`config.mk`:
```
export PLATFORM = sky130hd
export DESIGN_NAME = lavadora_param
export DESIGN_NICKNAME = d
export VERILOG_FILES = /design/src/rtl/lavadora_param.sv
export SDC_FILE = /design/constraint.sdc
export NUM_CORES = 1
export LEC_CHECK = 0
export BUFFER_PORTS_ARGS = -buffer_cell sky130_fd_sc_hd__clkbuf_2
export CAP_MARGIN = 40
export CORE_ASPECT_RATIO = 1.25
export CORE_MARGIN = 8
export CORE_UTILIZATION = 63
export CTS_CLUSTER_SIZE = 40
export DETAILED_ROUTE_END_ITERATION = 12
export PLACE_DENSITY = 0.85
export SLEW_MARGIN = 25
export SYNTH_ARGS = -nofsm -noshare
export SYNTH_HDL_FRONTEND = slang
export SYNTH_SLANG_ARGS = --single-unit
```
`constraint.sdc`:
```
create_clock -name clk -period 6.8 [get_ports clk]
set_input_delay 1.02 -clock clk [delete_from_list [all_inputs] [get_ports clk]]
set_output_delay 1.02 -clock clk [all_outputs]
set_load 0.01 [all_outputs]
```
`src/rtl/lavadora_param.sv`:
```
// Coin-operated laundry controller: collects credit, starts one of three timed
// services, and returns change or refunds one coin per cycle.
module lavadora_param #(
    parameter int CNT_W         = 5,
    parameter int PRECIO_SECADO = 3,
    parameter int PRECIO_LAVADO = 4,
    parameter int PRECIO_PESADO = 9,
    parameter int T_SECADO      = 8,
    parameter int T_LAVADO      = 12,
    parameter int T_PESADO      = 20,
    parameter int TIMEOUT       = 50
) (
    input  logic             clk,
    input  logic             reset,
    input  logic             intro_moneda,
    input  logic [1:0]       sel_servicio,
    input  logic             finalizar_pago,
    input  logic             cancelar,
    output logic             SECADO,
    output logic             LAVADO,
    output logic             LAVADO_PESADO,
    output logic             INSUFICIENTE,
    output logic             RECHAZO,
    output logic             VUELTO,
    output logic             OCUPADO,
    output logic [CNT_W-1:0] monto,
    output logic [1:0]       estado
);

    typedef enum logic [1:0] {
        IDLE       = 2'd0,
        PAGO       = 2'd1,
        RUN        = 2'd2,
        DEVOLUCION = 2'd3
    } estado_t;

    localparam int T_MAX = (T_PESADO > T_LAVADO) ?
                           ((T_PESADO > T_SECADO) ? T_PESADO : T_SECADO) :
                           ((T_LAVADO > T_SECADO) ? T_LAVADO : T_SECADO);
    localparam int RW = $clog2(T_MAX + 1);
    localparam int TW = $clog2(TIMEOUT + 1);

    estado_t          st, st_n;
    logic [CNT_W-1:0] monto_n, cambio, cambio_n, credito;
    logic [TW-1:0]    tcnt, tcnt_n;
    logic [RW-1:0]    rcnt, rcnt_n;
    logic [1:0]       svc, svc_n;
    logic             insuf_n, rech_n, vuelto_n, ocupado_n;
    logic             sec_n, lav_n, pes_n;
    logic             lleno, moneda_ok, valido;
    logic [CNT_W:0]   precio;
    logic [RW-1:0]    dur;

    assign estado = st;

    // Price and run length of the currently selected service; 11 is never accepted.
    always_comb begin
        valido = 1'b1;
        precio = '0;
        dur    = '0;
        case (sel_servicio)
            2'b00: begin precio = (CNT_W+1)'(PRECIO_SECADO); dur = RW'(T_SECADO - 1); end
            2'b01: begin precio = (CNT_W+1)'(PRECIO_LAVADO); dur = RW'(T_LAVADO - 1); end
            2'b10: begin precio = (CNT_W+1)'(PRECIO_PESADO); dur = RW'(T_PESADO - 1); end
            default: valido = 1'b0;
        endcase
    end

    assign lleno     = (monto == '1);
    assign moneda_ok = intro_moneda && !lleno;
    assign credito   = monto + CNT_W'(moneda_ok);

    always_comb begin
        st_n     = st;
        monto_n  = monto;
        cambio_n = cambio;
        tcnt_n   = tcnt;
        rcnt_n   = rcnt;
        svc_n    = svc;
        insuf_n  = 1'b0;
        rech_n   = 1'b0;
        vuelto_n = 1'b0;
        case (st)
            IDLE: begin
                tcnt_n = '0;
                if (intro_moneda) begin
                    st_n    = PAGO;
                    monto_n = CNT_W'(1);
                end else if (finalizar_pago) begin
                    insuf_n = 1'b1;
                end
            end
            PAGO: begin
                rech_n = intro_moneda && lleno;
                tcnt_n = intro_moneda ? '0 : tcnt + 1'b1;
                // A same-cycle coin is already folded into credito here.
                if (cancelar || (!intro_moneda && tcnt == TW'(TIMEOUT - 1))) begin
                    st_n     = DEVOLUCION;
                    cambio_n = credito;
                    monto_n  = '0;
                    tcnt_n   = '0;
                end else if (finalizar_pago) begin
                    if (valido && ({1'b0, credito} >= precio)) begin
                        st_n     = RUN;
                        svc_n    = sel_servicio;
                        rcnt_n   = dur;
                        cambio_n = credito - precio[CNT_W-1:0];
                        monto_n  = '0;
                        tcnt_n   = '0;
                    end else begin
                        insuf_n = 1'b1;
                        monto_n = credito;
                    end
                end else begin
                    monto_n = credito;
                end
            end
            RUN: begin
                rech_n = intro_moneda;
                if (rcnt == '0)
                    st_n = (cambio != '0) ? DEVOLUCION : IDLE;
                else
                    rcnt_n = rcnt - 1'b1;
            end
            DEVOLUCION: begin
                rech_n = intro_moneda;
                if (cambio != '0) begin
                    vuelto_n = 1'b1;
                    cambio_n = cambio - 1'b1;
                    if (cambio == CNT_W'(1))
                        st_n = IDLE;
                end else begin
                    st_n = IDLE;
                end
            end
            default: st_n = IDLE;
        endcase
        // Outputs are registered from the next state so they align with it.
        sec_n     = (st_n == RUN) && (svc_n == 2'b00);
        lav_n     = (st_n == RUN) && (svc_n == 2'b01);
        pes_n     = (st_n == RUN) && (svc_n == 2'b10);
        ocupado_n = (st_n == RUN) || (st_n == DEVOLUCION);
    end

    always_ff @(posedge clk or negedge reset) begin
        if (!reset) begin
            st            <= IDLE;
            monto         <= '0;
            cambio        <= '0;
            tcnt          <= '0;
            rcnt          <= '0;
            svc           <= '0;
            SECADO        <= 1'b0;
            LAVADO        <= 1'b0;
            LAVADO_PESADO <= 1'b0;
            INSUFICIENTE  <= 1'b0;
            RECHAZO       <= 1'b0;
            VUELTO        <= 1'b0;
            OCUPADO       <= 1'b0;
        end else begin
            st            <= st_n;
            monto         <= monto_n;
            cambio        <= cambio_n;
            tcnt          <= tcnt_n;
            rcnt          <= rcnt_n;
            svc           <= svc_n;
            SECADO        <= sec_n;
            LAVADO        <= lav_n;
            LAVADO_PESADO <= pes_n;
            INSUFICIENTE  <= insuf_n;
            RECHAZO       <= rech_n;
            VUELTO        <= vuelto_n;
            OCUPADO       <= ocupado_n;
        end
    end

endmodule
```
Yosys cells after proc, flatten, opt, wreduce, memory -nomap -nowiden. Cells that the tools add are included.

Bits in registers: 32. Output and inout bits: 14.

Add/subtract/negate cells: 5. $lt $le $gt $ge: 1. Equal/unequal tests: 20. Multiplexer cells: 45. Reductions and logical operators: 24.

Operators by type and width (count): 5-bit 2-to-1 mux (12); 5-bit one-hot mux with 2 select lines (3); 2-bit 2-to-1 mux (12); 6-bit 2-to-1 mux (4); 5-bit one-hot mux with 3 select lines (1); 2-bit == test, second input constant (6); 2-bit inequality test, second input constant (6); 4-bit one-hot mux with 3 select lines (1); 6-bit one-hot mux with 2 select lines (1); 5-bit by 1-bit subtractor with 5-bit output, second input constant (2); 1-bit 2-to-1 mux (8); 2-bit one-hot mux with 4 select lines (1); 1-bit logical AND (7); 6-bit by 1-bit adder with 6-bit output, second input constant (1); 2-bit by 1-bit == test with 1-bit output, second input constant (3); 6-bit == test, second input constant (1); 5-bit by 6-bit >= comparator with 1-bit output (1); 2-bit logical NOT (3); 3-bit inequality test, second input constant (2); 2-bit nonzero test (3); 5-bit by 1-bit adder with 5-bit output (1); 5-bit by 1-bit == test with 1-bit output, second input constant (1); 5-bit == test, second input constant (1); 5-bit logical NOT (1); 10 further kinds (13).

Longest topological paths before layout. Gate-level depths: netlist of the first run.

Word-level depth: 12. Depth in mapped cells: 12. Gate-level depth less buffers: 11.

Worst setup path before layout of the first run. OpenSTA, ideal clock, no wires.

Path kind: input-to-reg. Start point: input intro_moneda. End point: register tcnt[3]. Arrival: 3138 ps. Data required time: 6674 ps. Slack: 3536 ps. Stages: 11. Path buffers: 2. Cells stage by stage: buf_1 o21bai_1 ha_1 fa_1 inv_1 a31oi_2 a21oi_2 or4_1 buf_4 nor2_2 a311o_1.

Longest elaborated chain between the ends: 8. Elaborated cells on any way between the ends: 12. Those cells by class: add/sub: 1; order compare: 1; mux: 5; reduce/logical: 5.

RTL lines: start, declared (line 15) `input logic intro_moneda,`; 1-bit logical AND (line 70) `assign moneda_ok = intro_moneda && !lleno;`; 5-bit by 1-bit adder with 5-bit output (line 71) `assign credito = monto + CNT_W'(moneda_ok);`; 5-bit by 6-bit >= comparator with 1-bit output (line 103) `if (valido && ({1'b0, credito} >= precio)) begin`; 1-bit logical AND (line 103); 6-bit 2-to-1 mux (line 103); 6-bit 2-to-1 mux (line 102) `end else if (finalizar_pago) begin`; 6-bit 2-to-1 mux * (line 97) `if (cancelar || (!intro_moneda && tcnt == TW'(TIMEOUT - 1))) begin`; 6-bit one-hot mux with 2 select lines * (line 83) `case (st)`; end signal, assigned (line 164) `tcnt <= tcnt_n;`; end, declared (line 45) `logic [TW-1:0] tcnt, tcnt_n;`.

Every way passes the cells marked *; elsewhere a longest branch is shown, timed or not. A chain may end at the register's enable or synchronous reset.

Final worst setup path of the first run. Ends and elaborated chain as after synthesis.

==> results of run 1 <==
## cell usage after synthesis (3+ instances only)
cell type  number
a21o_1          3
a21oi_1        13
a22o_1          4
a22oi_1         3
a31oi_1         7
and3_1          5
buf_4           3
clkbuf_1        5
dfrtp_1        31
ha_1           11
inv_1          15
nand2_1        23
nand2b_1        3
nand3_1         6
nor2_1         15
nor2b_1         3
nor3_1          5
nor3b_1         3
o21ai_0        15
o22a_1          3
o22ai_1         3
o32ai_1         5
xnor2_1         4
xor2_1          3
## final cells by class
cell class | instances | share of cell area [%]
Multi-Input combinational cell | 171 | 51.70
Sequential cell | 31 | 33.99
Timing Repair Buffer | 22 | 5.811
Clock buffer | 6 | 3.618
Inverter | 16 | 2.632
Tap cell | 37 | 2.029
Clock inverter | 1 | 0.2193
## registers in the layout (all words and copies together) (netlist names)
register and flops:
INSUFICIENTE 1, OCUPADO 1, rcnt 5, VUELTO 1
cambio 5, SECADO 1, estado 1, LAVADO_PESADO 1
tcnt 6, svc 2, RECHAZO 1, LAVADO 1
monto 5
## cell families (layout without fill, tap and decap cells)
kind of cell	after synthesis	after routing
compound gates	74	74
simple gates	73	73
buf+inv	26	45
xor+xnor	9	9
flops	31	31
fa+ha+maj	12	12
mux	3	3
## worst reg2reg max path, stage by stage, from the launching register on
cell     delay, ns
dfrtp_1       0.44
and3_1        0.24
a31oi_1       0.27
ha_1          0.31
inv_1         0.10
fa_1          0.23
inv_1         0.09
a31oi_2       0.23
a21oi_2       0.10
or4_1         0.72
nor2_2        0.27
a311o_1       0.19
## where the power goes
part           switching (mW)  leakage (nW)  internal, mW
Sequential             0.0745         0.395         0.246
Combinational           0.242         0.641         0.180
Clock                  0.0658        0.0470        0.0792
## per-layer routing
layer / track usage, % / routed length, µm / vias up
met5: 0 / 0 / -
met4: 4.822 / 57 / 0
met3: 4.494 / 240 / 7
met2: 32.02 / 2441 / 45
met1: 21.33 / 1860 / 873
li1: - / - / 878
## cell usage in the layout, fill, tap and decap left out, types with 4 or more instances in the layout
cell type  netlist  routed
clkbuf_8         0       6
a31oi_1          7       7
nor3_1           5       5
ha_1            11      11
a22o_1           4       4
o21ai_0         15      15
and3_1           5       5
nand2_1         23      23
o32ai_1          5       5
nand3_1          6       6
a21oi_1         13      13
xnor2_1          4       4
nor2_1          15      15
clkbuf_2         0      20
dfrtp_1         31      31
inv_1           15      15
## worst max path at each step
stage               to  slack [ns]  depth (start not counted)
2_1_floorplan  tcnt[3]        3.54                         11
3_3_place_gp   rcnt[1]        2.70                         12
3_5_place_dp   tcnt[3]        2.93                         12
4_1_cts        tcnt[3]        3.23                         12
5_1_grt        tcnt[3]        3.00                         12
6_report       tcnt[3]        3.18                         12
## through the flow
step           instances  utilization, %  hold slack, ns
2_1_floorplan        228               -          0.4665
3_3_place_gp         275           68.30          0.5056
3_5_place_dp         276           68.46          0.5092
4_1_cts              283           71.23          0.5179
5_1_grt              284           72.09          0.5403
6_report             284           72.09          0.5133
==> Flow_metrics.wiki, run 1 <==
{| class="wikitable"
! Metric !! Value
|-
| Data required time of the critical path || 7.03 ns
|-
| Flip-flop and latch area || 775.7 µm²
|-
| Later-pin clock latency in the skew report || 0.28 ns
|-
| Clock Path Buffers || 2
|-
| Cells along the critical path || clkbuf_2, nand2_1, a31oi_1, ha_1, inv_1, fa_1, inv_1, a31oi_2, a21oi_2, or4_1, nor2_2, a311o_1
|-
| Cell area after synthesis || 2066 µm²
|-
| Startpoint Class || input pin
|-
| Synth top area share || between 30% and 40%
|-
| Setup Total Neg Slack || 0 ns
|-
| Core Region || 3166 µm²
|-
| Cell type of the slowest stage on the worst timing path || or4_1
|-
| Distinct cell type count after synthesis || 54
|-
| Share of async-settable or async-resettable flops after synthesis || 100.0%
|-
| Fraction of final layout cells sized beyond drive strength 1 || 16.19%
|-
| Biggest area contributors in the synthesized netlist || dfrtp_1 38%, ha_1 6.7%, nand2_1 4.2%
|-
| Number of warnings printed during yosys synthesis || 0
|-
| Maxcap violations || 0
|-
| Vias in the first global route || 1698
|-
| Setup repair after global routing missed its margin || false
|-
| Ant. Diodes || 0
|-
| Worst R2R Setup Slack || 3.56 ns
|-
| Largest net degree at the start of global routing || 32
|-
| Multiplexer area fraction after synthesis || 1.514%
|-
| Category of the critical setup timing path || in2reg
|-
| Number of hold-slack violations in the final timing report || 0
|-
| Area of combinational cells with multiple inputs || 1180 µm²
|-
| Flop and latch count out of synthesis || 31
|-
| CP peak stage delay || between 0.7 and 0.8 ns
|-
| Final cycle utilization of the critical path || 53.18%
|-
| Data arrival, critical path || 3.84 ns
|-
| Largest family of logic cells by synthesized area || compound AO/OA/AOI/OAI gates
|-
| Vertical die dimension || 80.02 µm
|-
| Final routed DRC violation total || 0
|-
| Post-route cell area || between 2000 and 2500 µm²
|-
| Synth-to-Final Area Change || 10.48%
|-
| Crit path time final || 3.616 ns
|-
| Vias post-DR || 1803
|-
| Outcome || completed
|-
| Worst setup EP type || flip-flop
|-
| Actual slew at the worst max-slew pin || 0.5625 ns
|-
| Number of antenna-violating nets in the routed design || 0
|-
| Post-CTS clock slew at the launch and capture registers of the worst setup and hold paths || 0.06 ns
|-
| Violation count after the first detailed-route iteration || between 100 and 150
|-
| Hold Path End || LAVADO
|-
| Routed wire per std cell || 16.19 µm
|-
| Library cell used as clock root buffer || clkbuf_8
|-
| Biggest area consumer among synthesized cells || dfrtp_1
|-
| HPWL after detailed placement || about 3.4 mm
|-
| Worst ir drop on vdd || 0.2774 mV
|-
| Clock Sink Count || 31
|-
| Max Clock Freq || 276.5 MHz
|-
| Post-CTS Hold Buffers || 0
|-
| Synthesized net count || 247
|-
| Maximum fanout encountered on the critical timing path || 13
|-
| Power Density || ~390 nW/µm²
|-
| DP Worst Slack || 2.926 ns
|-
| Depth of the worst register-to-register path || 11
|-
| Simple-gate area share of the yosys netlist || between 10% and 20%
|-
| Cell type with the highest occurrence count on the critical path || inv_1
|-
| Effective utilization at floorplan || 65.26%
|-
| PnR Total Power || 0.8873 mW
|-
| Final worst clock skew || roughly 0.0089 ns
|-
| Residual overflow from global routing || 0
|-
| Post-synthesis share of cell area spent on xor and xnor gates || approximately 4.5%
|-
| Number of post-CTS setup repair buffers || 0
|-
| Chip Width || 67.22 µm
|-
| Synthesized instance count || 228
|-
| Number of enable flip-flop cells after synthesis || 0
|-
| Max-slew headroom at the worst pin || 62.50%
|-
| DP Area || 2167 µm²
|-
| H-tree levels || 2
|-
| Initial antenna violation count || 0
|-
| Depth of the worst hold-timing path || 1
|-
| Routed via count divided by cell count || 6.349
|-
| Dominant register cell in the synthesized netlist || dfrtp_1
|-
| # IOs || 21
|-
| Std cell rows || 23
|-
| Worst flop-to-flop path endpoint || tcnt[3]
|-
| Inserted Clock Buffers || 5
|-
| Fill count || 256
|-
| Final setup viols || 0
|-
| Complex-gate fraction of the synthesized area || 25.26%
|-
| Net count, final || 266
|-
| Clock tree from TritonCTS || done
|-
| Port bufs || 20
|-
| CP Buf/Inv Count || 3
|-
| Post-Synth Adder-Cell Area || between 7 and 8%
|-
| Total Wirelength || 4.599 mm
|-
| R2r startpoint || monto[0]
|-
| Routability congestion estimate || 0.9692
|-
| Family of cells with the greatest summed delay on the critical path || simple AND/OR/NAND/NOR gates
|-
| Hold path start || svc[1]
|-
| Launching element of the worst setup path || intro_moneda
|-
| Number of detailed-route iterations in the first pass || 4
|-
| P_leak || 1.084 nW
|-
| Final number of max-transition violations || 0
|-
| Number of gates given a new drive strength after cts || 0
|-
| Global-route wire length before repair || 7.721 mm
|-
| Classification of the worst-slack hold path || reg2reg
|-
| Fraction of the yosys area taken by sequential cells || 37.55%
|-
| Die area || 5379 µm²
|-
| Mapped Avg Cell Area || 9.060 µm²
|-
| Final worst setup slack || 3.184 ns
|-
| Overall Global Routing Usage || 18.26%
|}
(Power assumes the default switching activity.)
==> inputs of run 2 (changes only) <==
--- a/config.mk
+++ b/config.mk
@@ -9,10 +9,10 @@
 export CAP_MARGIN = 40
 export CORE_ASPECT_RATIO = 1.25
 export CORE_MARGIN = 8
-export CORE_UTILIZATION = 63
+export CORE_UTILIZATION = 53
 export CTS_CLUSTER_SIZE = 40
 export DETAILED_ROUTE_END_ITERATION = 12
-export PLACE_DENSITY = 0.85
+export PLACE_DENSITY = 0.77
 export SLEW_MARGIN = 25
 export SYNTH_ARGS = -nofsm -noshare
 export SYNTH_HDL_FRONTEND = slang
==> constraint.sdc (replaced) <==
create_clock -name clk -period 3.2 [get_ports clk]
set_input_delay 0.48 -clock clk [delete_from_list [all_inputs] [get_ports clk]]
set_output_delay 0.48 -clock clk [all_outputs]
set_load 0.01 [all_outputs]
==> run 2 against run 1 <==
Power rose by 120%. Clock-buffer cell count unchanged. Critical path depth is 1 lower. Clock power is 120% higher. Clock skew decreased by 0.0047 ns. Core utilization is 9.8 points lower. Sequential cell count stayed put. Highest routed layer unchanged. First-iteration DRC count grew 42%. Cell count increased by 2.8%. Design area rose by 2.4%. Sequential share of layout area decreased by 0.80 points.
==> Flow_metrics.wiki, run 2 (synthesis gave the netlist of run 1 again) <==
{| class="wikitable"
! Metric !! Value
|-
| Inserted Clock Buffers || 5 (unchanged)
|-
| Number of hold-slack violations in the final timing report || 0 (unchanged)
|-
| Launching element of the worst setup path || monto[0]
|-
| Net switching power figure || 0.8239 mW (+120%)
|-
| Maxcap violations || 0 (unchanged)
|-
| Cell type of the slowest stage on the worst timing path || or4_4
|-
| Post-CTS clock slew at the launch and capture registers of the worst setup and hold paths || 0.06 ns (about the same)
|-
| Overall Global Routing Usage || 16.32% (-1.9 points)
|-
| Critical Path Stages || 11 (-1)
|-
| Part of the power in registers || 34.2% (-1.9 points)
|-
| Classification of the worst-slack hold path || in2async
|-
| Crit path time final || 2.981 ns
|-
| Vertical die dimension || 85.80 µm (+7.2%)
|-
| Std cell rows || 25 (+8.7%)
|-
| Data arrival, critical path || 3.21 ns (-0.63 ns)
|-
| Clock Sink Count || 31 (unchanged)
|-
| Most frequent standard cell in the layout excluding fill and tap cells || dfrtp_1
|-
| Data required time of the critical path || 3.42 ns (-3.61 ns)
|-
| Max-slew headroom at the worst pin || 65.43% (+2.9 points)
|-
| Synth-to-Final Area Change || 13.14%
|-
| Number of post-CTS setup repair buffers || 0 (unchanged)
|-
| Setup repair after global routing missed its margin || false
|-
| Worst setup EP type || flip-flop
|-
| Initial antenna violation count || 0 (unchanged)
|-
| Most flop-heavy register || tcnt
|-
| Worst ir drop on vdd || 0.3843 mV (+39%)
|-
| Worst R2R Setup Slack || 0.22 ns (-3.34 ns)
|-
| Logic gate share of total power || 49.4% (+1.9 points)
|-
| Routed via count divided by cell count || 6.295 (-0.85%)
|-
| Final routed DRC violation total || 0 (unchanged)
|-
| Effective utilization at floorplan || 55.03% (-10 points)
|-
| Final worst clock skew || 0.004252 ns (-0.004693 ns)
|-
| Family of cells with the greatest summed delay on the critical path || simple AND/OR/NAND/NOR gates
|-
| Later-pin clock latency in the skew report || 0.29 ns (about the same)
|-
| Number of gates given a new drive strength after cts || 0 (unchanged)
|-
| CP Buf/Inv Count || 2 (-1)
|-
| Number of detailed-route iterations in the first pass || 4 (unchanged)
|-
| Setup Total Neg Slack || 0 ns (unchanged)
|-
| Residual overflow from global routing || 0 (unchanged)
|-
| Max Clock Freq || 335.5 MHz
|-
| R2r startpoint || monto[0]
|-
| Power Density || 818.4 nW/µm² (+110%)
|-
| Number of flip-flops in the largest register || 6 (unchanged)
|-
| P_leak || 1.111 nW (+2.5%)
|-
| Fraction of final layout cells sized beyond drive strength 1 || 19.05% (+2.9 points)
|-
| Outcome || completed
|-
| Final cycle utilization of the critical path || 93.16%
|-
| HPWL after detailed placement || 3.606 mm (+4.6%)
|-
| Worst setup path endpoint || tcnt[3]
|-
| Core Region || 3754 µm² (+19%)
|-
| Actual slew at the worst max-slew pin || 0.5185 ns (-0.04396 ns)
|-
| Die area || 6164 µm² (+15%)
|-
| Vias post-DR || 1838 (+1.9%)
|-
| Top library cells by usage in the layout, fill and taps aside || 31 x dfrtp_1, 23 x nand2_1, 20 x clkbuf_2
|-
| Portion of total power attributed to the clock network || 16.3% (about the same)
|-
| Routed wire per std cell || 16.52 µm (+2.0%)
|-
| CP peak stage delay || 0.58 ns (-0.14 ns)
|-
| Maximum fanout encountered on the critical timing path || 10 (-3)
|-
| Final number of max-transition violations || 0 (unchanged)
|-
| Violation count after the first detailed-route iteration || 158 (+42%)
|-
| Switching portion of total power || 43.07% (about the same)
|-
| # IOs || 21 (unchanged)
|-
| Library cell used as clock root buffer || clkbuf_8
|-
| Port bufs || 20 (unchanged)
|-
| Power Internal || 1.089 mW (+120%)
|-
| Cells along the critical path || and3_1, a31oi_2, ha_1, inv_1, fa_1, inv_1, a31oi_2, a21oi_2, or4_4, nor2_2, a311o_1
|-
| Total Wirelength || 4.823 mm (+4.9%)
|-
| Number of antenna-violating nets in the routed design || 0 (unchanged)
|-
| Post-CTS Hold Buffers || 0 (unchanged)
|-
| Largest net degree at the start of global routing || 32 (unchanged)
|-
| Ant. Diodes || 0 (unchanged)
|-
| Clock tree from TritonCTS || done
|-
| Startpoint Class || flip-flop
|-
| Chip Width || 71.84 µm (+6.9%)
|-
| Global-route wire length before repair || 8.052 mm (+4.3%)
|-
| Routability congestion estimate || 0.9340 (-3.6%)
|-
| Vias in the first global route || 1802 (+6.1%)
|-
| Depth of the worst register-to-register path || 11 (unchanged)
|-
| Net count, final || 271 (+1.9%)
|-
| Placed cells || 284 (+2.9%)
|-
| Worst flop-to-flop path endpoint || tcnt[3]
|-
| Clock Path Buffers || 2 (unchanged)
|-
| Final setup viols || 0 (unchanged)
|-
| Number of standard cells in the layout, taps in and fillers out || 292 (+2.8%)
|-
| Category of the critical setup timing path || reg2reg
|-
| H-tree levels || 2 (unchanged)
|}
-- run 2: cell count changes in the layout (fill, tap and decap cells not counted) --
cell	delta
o21ai_1	+1
and2_1	-1
a31oi_1	-1
buf_2	-1
and2_2	+1
o21ai_0	-1
or4_1	-1
a31oi_2	+1
buf_4	+6
or4_4	+1
-- run 2: how the worst min path moves through the flow --
| stage | to | from | cells after the start |
|---|---|---|---|
| 2_1_floorplan | INSUFICIENTE | reset | 0 |
| 3_3_place_gp | rcnt[4] | rcnt[4] | 1 |
| 3_5_place_dp | rcnt[4] | rcnt[4] | 1 |
| 4_1_cts | RECHAZO | reset | 1 |
| 5_1_grt | RECHAZO | reset | 1 |
| 6_report | monto[4] | reset | 1 |
-- run 2: power by group through the flow --
stage | clock network, mW | logic (mW) | registers [mW]
after floorplan | 0 | 0.698 | 0.639
after global placement | 0 | 0.907 | 0.654
after detailed placement | 0 | 0.927 | 0.657
after CTS | 0.318 | 0.934 | 0.652
after global routing | 0.336 | 1.05 | 0.678
final | 0.312 | 0.946 | 0.655
-- run 2: through the flow --
step / area [µm²] / power [mW] / setup WS [ns] / hold slack, ns / util (%)
finish: 2337 / 1.913 / 0.2190 / 0.09183 / 62.27
global placement: 2211 / 1.561 / 0.1427 / 0.4912 / 58.90
global route: 2337 / 2.067 / 0.004409 / 0.1060 / 62.27
detailed placement: 2211 / 1.583 / 0.05565 / 0.4957 / 58.90
CTS: 2298 / 1.904 / 0.01141 / 0.2850 / 61.23
floorplan: 2066 / 1.338 / 0.3737 / 0.1844 / -
-- run 2: area by class of cell --
class,instances,area [µm²]
flip-flops and latches,31,775.7
clock buffers,6,82.58
inverters,16,60.06
fillers,320,1416
clock inverters,1,5.005
multi-input cells,171,1191
repair buffers,27,172.7
well taps,40,50.05
-- run 2: metal layers --
metal	vias up	wire, µm	share of wire (%)	GRT usage [%]
met4	0	147	3.0	9.311
met5	-	0	0	0
met3	17	220	4.6	4.084
met2	49	2479	51	27.91
met1	886	1975	41	17.76
li1	886	-	-	-
-- run 2: worst reg2reg max path: cells and delay by family (launching register included) --
family | cells | cell delay (ns)
DFF | 1 | 0.42
adders and majority gates | 2 | 0.54
and+or+nand+nor | 3 | 0.99
buffers and inverters | 2 | 0.21
AOI/OAI and AO/OA | 4 | 0.75
==> inputs of run 3 (changes only) <==
--- a/config.mk
+++ b/config.mk
@@ -5,7 +5,7 @@
 export SDC_FILE = /design/constraint.sdc
 export NUM_CORES = 1
 export LEC_CHECK = 0
-export BUFFER_PORTS_ARGS = -buffer_cell sky130_fd_sc_hd__clkbuf_2
+export BUFFER_PORTS_ARGS = -buffer_cell sky130_fd_sc_hd__buf_2
 export CAP_MARGIN = 40
 export CORE_ASPECT_RATIO = 1.25
 export CORE_MARGIN = 8
@@ -13,6 +13,7 @@
 export CTS_CLUSTER_SIZE = 40
 export DETAILED_ROUTE_END_ITERATION = 12
 export PLACE_DENSITY = 0.77
+export SETUP_SLACK_MARGIN = 0.4
 export SLEW_MARGIN = 25
 export SYNTH_ARGS = -nofsm -noshare
 export SYNTH_HDL_FRONTEND = slang
==> run 3 against run 2 <==
Clock power grew 29%. Largest cell class unchanged. Critical path type unchanged. Worst setup slack better by 0.23 ns. Cell count grew 3.8%. Highest routed layer unchanged. Worst hold slack gained 0.13 ns. Die area is the same. Global-route usage rose by 1.5 points. Critical path depth unchanged.
==> Flow_metrics.wiki, run 3 (synthesis gave the netlist of run 1 again) <==
{| class="wikitable"
! Metric !! Value
|-
| Classification of the worst-slack hold path || in2async
|-
| Maxcap violations || 0 (unchanged)
|-
| Routed via count divided by cell count || 6.238 (-0.90%)
|-
| Port bufs || 20 (unchanged)
|-
| Fill count || 280 (-13%)
|-
| Routed wire per std cell || 17.67 µm (+7.0%)
|-
| Max Clock Freq || 363.9 MHz (+8.5%)
|-
| Effective utilization at floorplan || 55.03% (unchanged)
|-
| Post-CTS Hold Buffers || 0 (unchanged)
|-
| Initial antenna violation count || 0 (unchanged)
|-
| CP Buf/Inv Count || 2 (unchanged)
|-
| Overall Global Routing Usage || 17.85% (+1.5 points)
|-
| Launching element of the worst setup path || monto[0]
|-
| Later-pin clock latency in the skew report || 0.29 ns (about the same)
|-
| Final number of max-transition violations || 0 (unchanged)
|-
| Area of combinational cells with multiple inputs || 1331 µm² (+12%)
|-
| Post-CTS clock slew at the launch and capture registers of the worst setup and hold paths || 0.07 ns (about the same)
|-
| Chip Width || 71.84 µm (unchanged)
|-
| Flip-flop and latch area || 777.0 µm² (+0.16%)
|-
| Number of hold-slack violations in the final timing report || 0 (unchanged)
|-
| HPWL after detailed placement || 3.567 mm (-1.1%)
|-
| Final setup viols || 0 (unchanged)
|-
| CP peak stage delay || 0.54 ns (-0.04 ns)
|-
| R2r startpoint || monto[0]
|-
| Setup Total Neg Slack || 0 ns (unchanged)
|-
| Largest net degree at the start of global routing || 32 (unchanged)
|-
| Most flop-heavy register || tcnt
|-
| H-tree levels || 2 (unchanged)
|-
| Clock tree from TritonCTS || done
|-
| Synth-to-Final Area Change || 23.93%
|-
| Std cell rows || 25 (unchanged)
|-
| Family of cells with the greatest summed delay on the critical path || compound AO/OA/AOI/OAI gates
|-
| Routability congestion estimate || 0.8520 (-8.8%)
|-
| Critical Path Stages || 11 (unchanged)
|-
| PnR Total Power || 2.135 mW (+12%)
|-
| Post-route cell area || 2560 µm² (+9.5%)
|-
| Max-slew headroom at the worst pin || 54.74% (-11 points)
|-
| Residual overflow from global routing || 0 (unchanged)
|-
| Vertical die dimension || 85.80 µm (unchanged)
|-
| Clock Path Buffers || 2 (unchanged)
|-
| Category of the critical setup timing path || reg2reg
|-
| Inserted Clock Buffers || 5 (unchanged)
|-
| Outcome || completed
|-
| Final routed DRC violation total || 0 (unchanged)
|-
| Core Region || 3754 µm² (unchanged)
|-
| Fin Hold WS || 0.2208 ns (+0.1290 ns)
|-
| Cells along the critical path || and3_4, a31oi_4, o21bai_4, ha_4, fa_2, inv_2, o211ai_2, a21oi_2, buf_4, or4_4, o32ai_2
|-
| # IOs || 21 (unchanged)
|-
| Power Density || 834.1 nW/µm² (+1.9%)
|-
| Worst flop-to-flop path endpoint || tcnt[1]
|-
| DP Area || 2211 µm² (unchanged)
|-
| Worst setup path endpoint || tcnt[1]
|-
| Fraction of final layout cells sized beyond drive strength 1 || 28.52% (+9.5 points)
|-
| Worst R2R Setup Slack || 0.45 ns (+0.23 ns)
|-
| Startpoint Class || flip-flop
|-
| Worst setup EP type || flip-flop
|-
| Crit path time final || 2.748 ns (-0.2331 ns)
|-
| Library cell used as clock root buffer || clkbuf_8
|-
| Ant. Diodes || 0 (unchanged)
|-
| Data arrival, critical path || 2.95 ns (-0.26 ns)
|-
| Vias post-DR || 1890 (+2.8%)
|-
| Post-layout utilization of the core || 68.20% (+5.9 points)
|-
| Clock Sink Count || 31 (unchanged)
|-
| Die area || 6164 µm² (unchanged)
|-
| Global-route wire length before repair || 8.797 mm (+9.3%)
|-
| Vias in the first global route || 1881 (+4.4%)
|-
| Setup repair after global routing missed its margin || false
|-
| Total Wirelength || 5.353 mm (+11%)
|-
| Number of antenna-violating nets in the routed design || 0 (unchanged)
|-
| Final worst clock skew || 0.008329 ns (+0.004077 ns)
|-
| Most frequent standard cell in the layout excluding fill and tap cells || dfrtp_1
|-
| Depth of the worst register-to-register path || 11 (unchanged)
|-
| Number of flip-flops in the largest register || 6 (unchanged)
|-
| P_leak || 1.168 nW (+5.1%)
|-
| Maximum fanout encountered on the critical timing path || 5 (-5)
|-
| Cell type of the slowest stage on the worst timing path || or4_4
|-
| Net count, final || 281 (+3.7%)
|-
| Worst ir drop on vdd || 0.5142 mV (+34%)
|-
| Final cycle utilization of the critical path || 85.87% (-7.3 points)
|-
| Number of detailed-route iterations in the first pass || 4 (unchanged)
|-
| Violation count after the first detailed-route iteration || 151 (-4.4%)
|-
| Actual slew at the worst max-slew pin || 0.6790 ns (+0.1604 ns)
|-
| Top library cells by usage in the layout, fill and taps aside || 30 x dfrtp_1, 21 x nand2_1, 20 x buf_2
|-
| Data required time of the critical path || 3.41 ns (about the same)
|}
-- run 3: cell types whose count changed in the layout (fill, tap and decap cells not counted), moves of 3 or more --
cell / before / now
ha_4: 0 / 3
buf_4: 6 / 15
clkbuf_2: 20 / 0
ha_1: 11 / 8
buf_2: 0 / 20
-- run 3: timing repair --
| action | 4_1_cts | 5_1_grt |
|---|---|---|
| gates resized for setup | 15 | 16 |
| buffers inserted | 6 | 4 |
| setup endpoints to repair | 22 | 27 |
| cloned | 1 | 0 |
| pin swaps | 7 | 11 |
-- run 3: final cells by class --
type	instances	share of cell area (%)
clock buffer	6	3.226
clock inverter	2	1.369
inverter	16	2.346
multi-input combinational	172	52.00
sequential	31	30.35
tap	40	1.955
timing repair buffer	36	8.749
-- run 3: report_power, final --
part	total [mW]	leakage [nW]	switching [mW]	internal, mW
Combinational	1.06	0.713	0.585	0.473
Clock	0.402	0.0612	0.151	0.252
Sequential	0.675	0.394	0.152	0.523
Total	2.14	1.17	0.888	1.25
-- run 3: how the worst min path moves through the flow --
| stage | slack (ns) | to | depth (start not counted) | startpoint |
|---|---|---|---|---|
| after floorplan | 0.18 | INSUFICIENTE | 0 | reset |
| after global placement | 0.49 | SECADO | 1 | svc[1] |
| after detailed placement | 0.50 | rcnt[4] | 1 | rcnt[4] |
| after CTS | 0.25 | monto[0] | 1 | reset |
| after global routing | 0.30 | rcnt[2] | 1 | reset |
| final | 0.22 | monto[0] | 1 | reset |
-- run 3: worst register-to-register path, cell delays in order (launching register included) --
cell	delay (ns)
dfrtp_1	0.40
and3_4	0.19
a31oi_4	0.19
o21bai_4	0.18
ha_4	0.16
fa_2	0.21
inv_2	0.06
o211ai_2	0.20
a21oi_2	0.11
buf_4	0.15
or4_4	0.54
o32ai_2	0.26
-- run 3: metal layers --
metal / vias up / wire, µm / share of wire (%) / GRT usage [%]
li1: 913 / - / - / -
met1: 913 / 2131 / 40 / 18.72
met2: 45 / 2794 / 52 / 32.81
met3: 19 / 240 / 4.5 / 4.084
met4: 0 / 187 / 3.5 / 7.635
met5: - / 0 / 0 / 0
-- run 3: stage by stage --
| step | instances | worst slack (ns) |
|---|---|---|
| final | 303 | 0.4521 |
| after global routing | 303 | 0.3655 |
| after CTS | 299 | 0.4040 |
| after detailed placement | 284 | 0.06354 |
| after global placement | 284 | 0.1349 |
| after floorplan | 228 | 0.4079 |
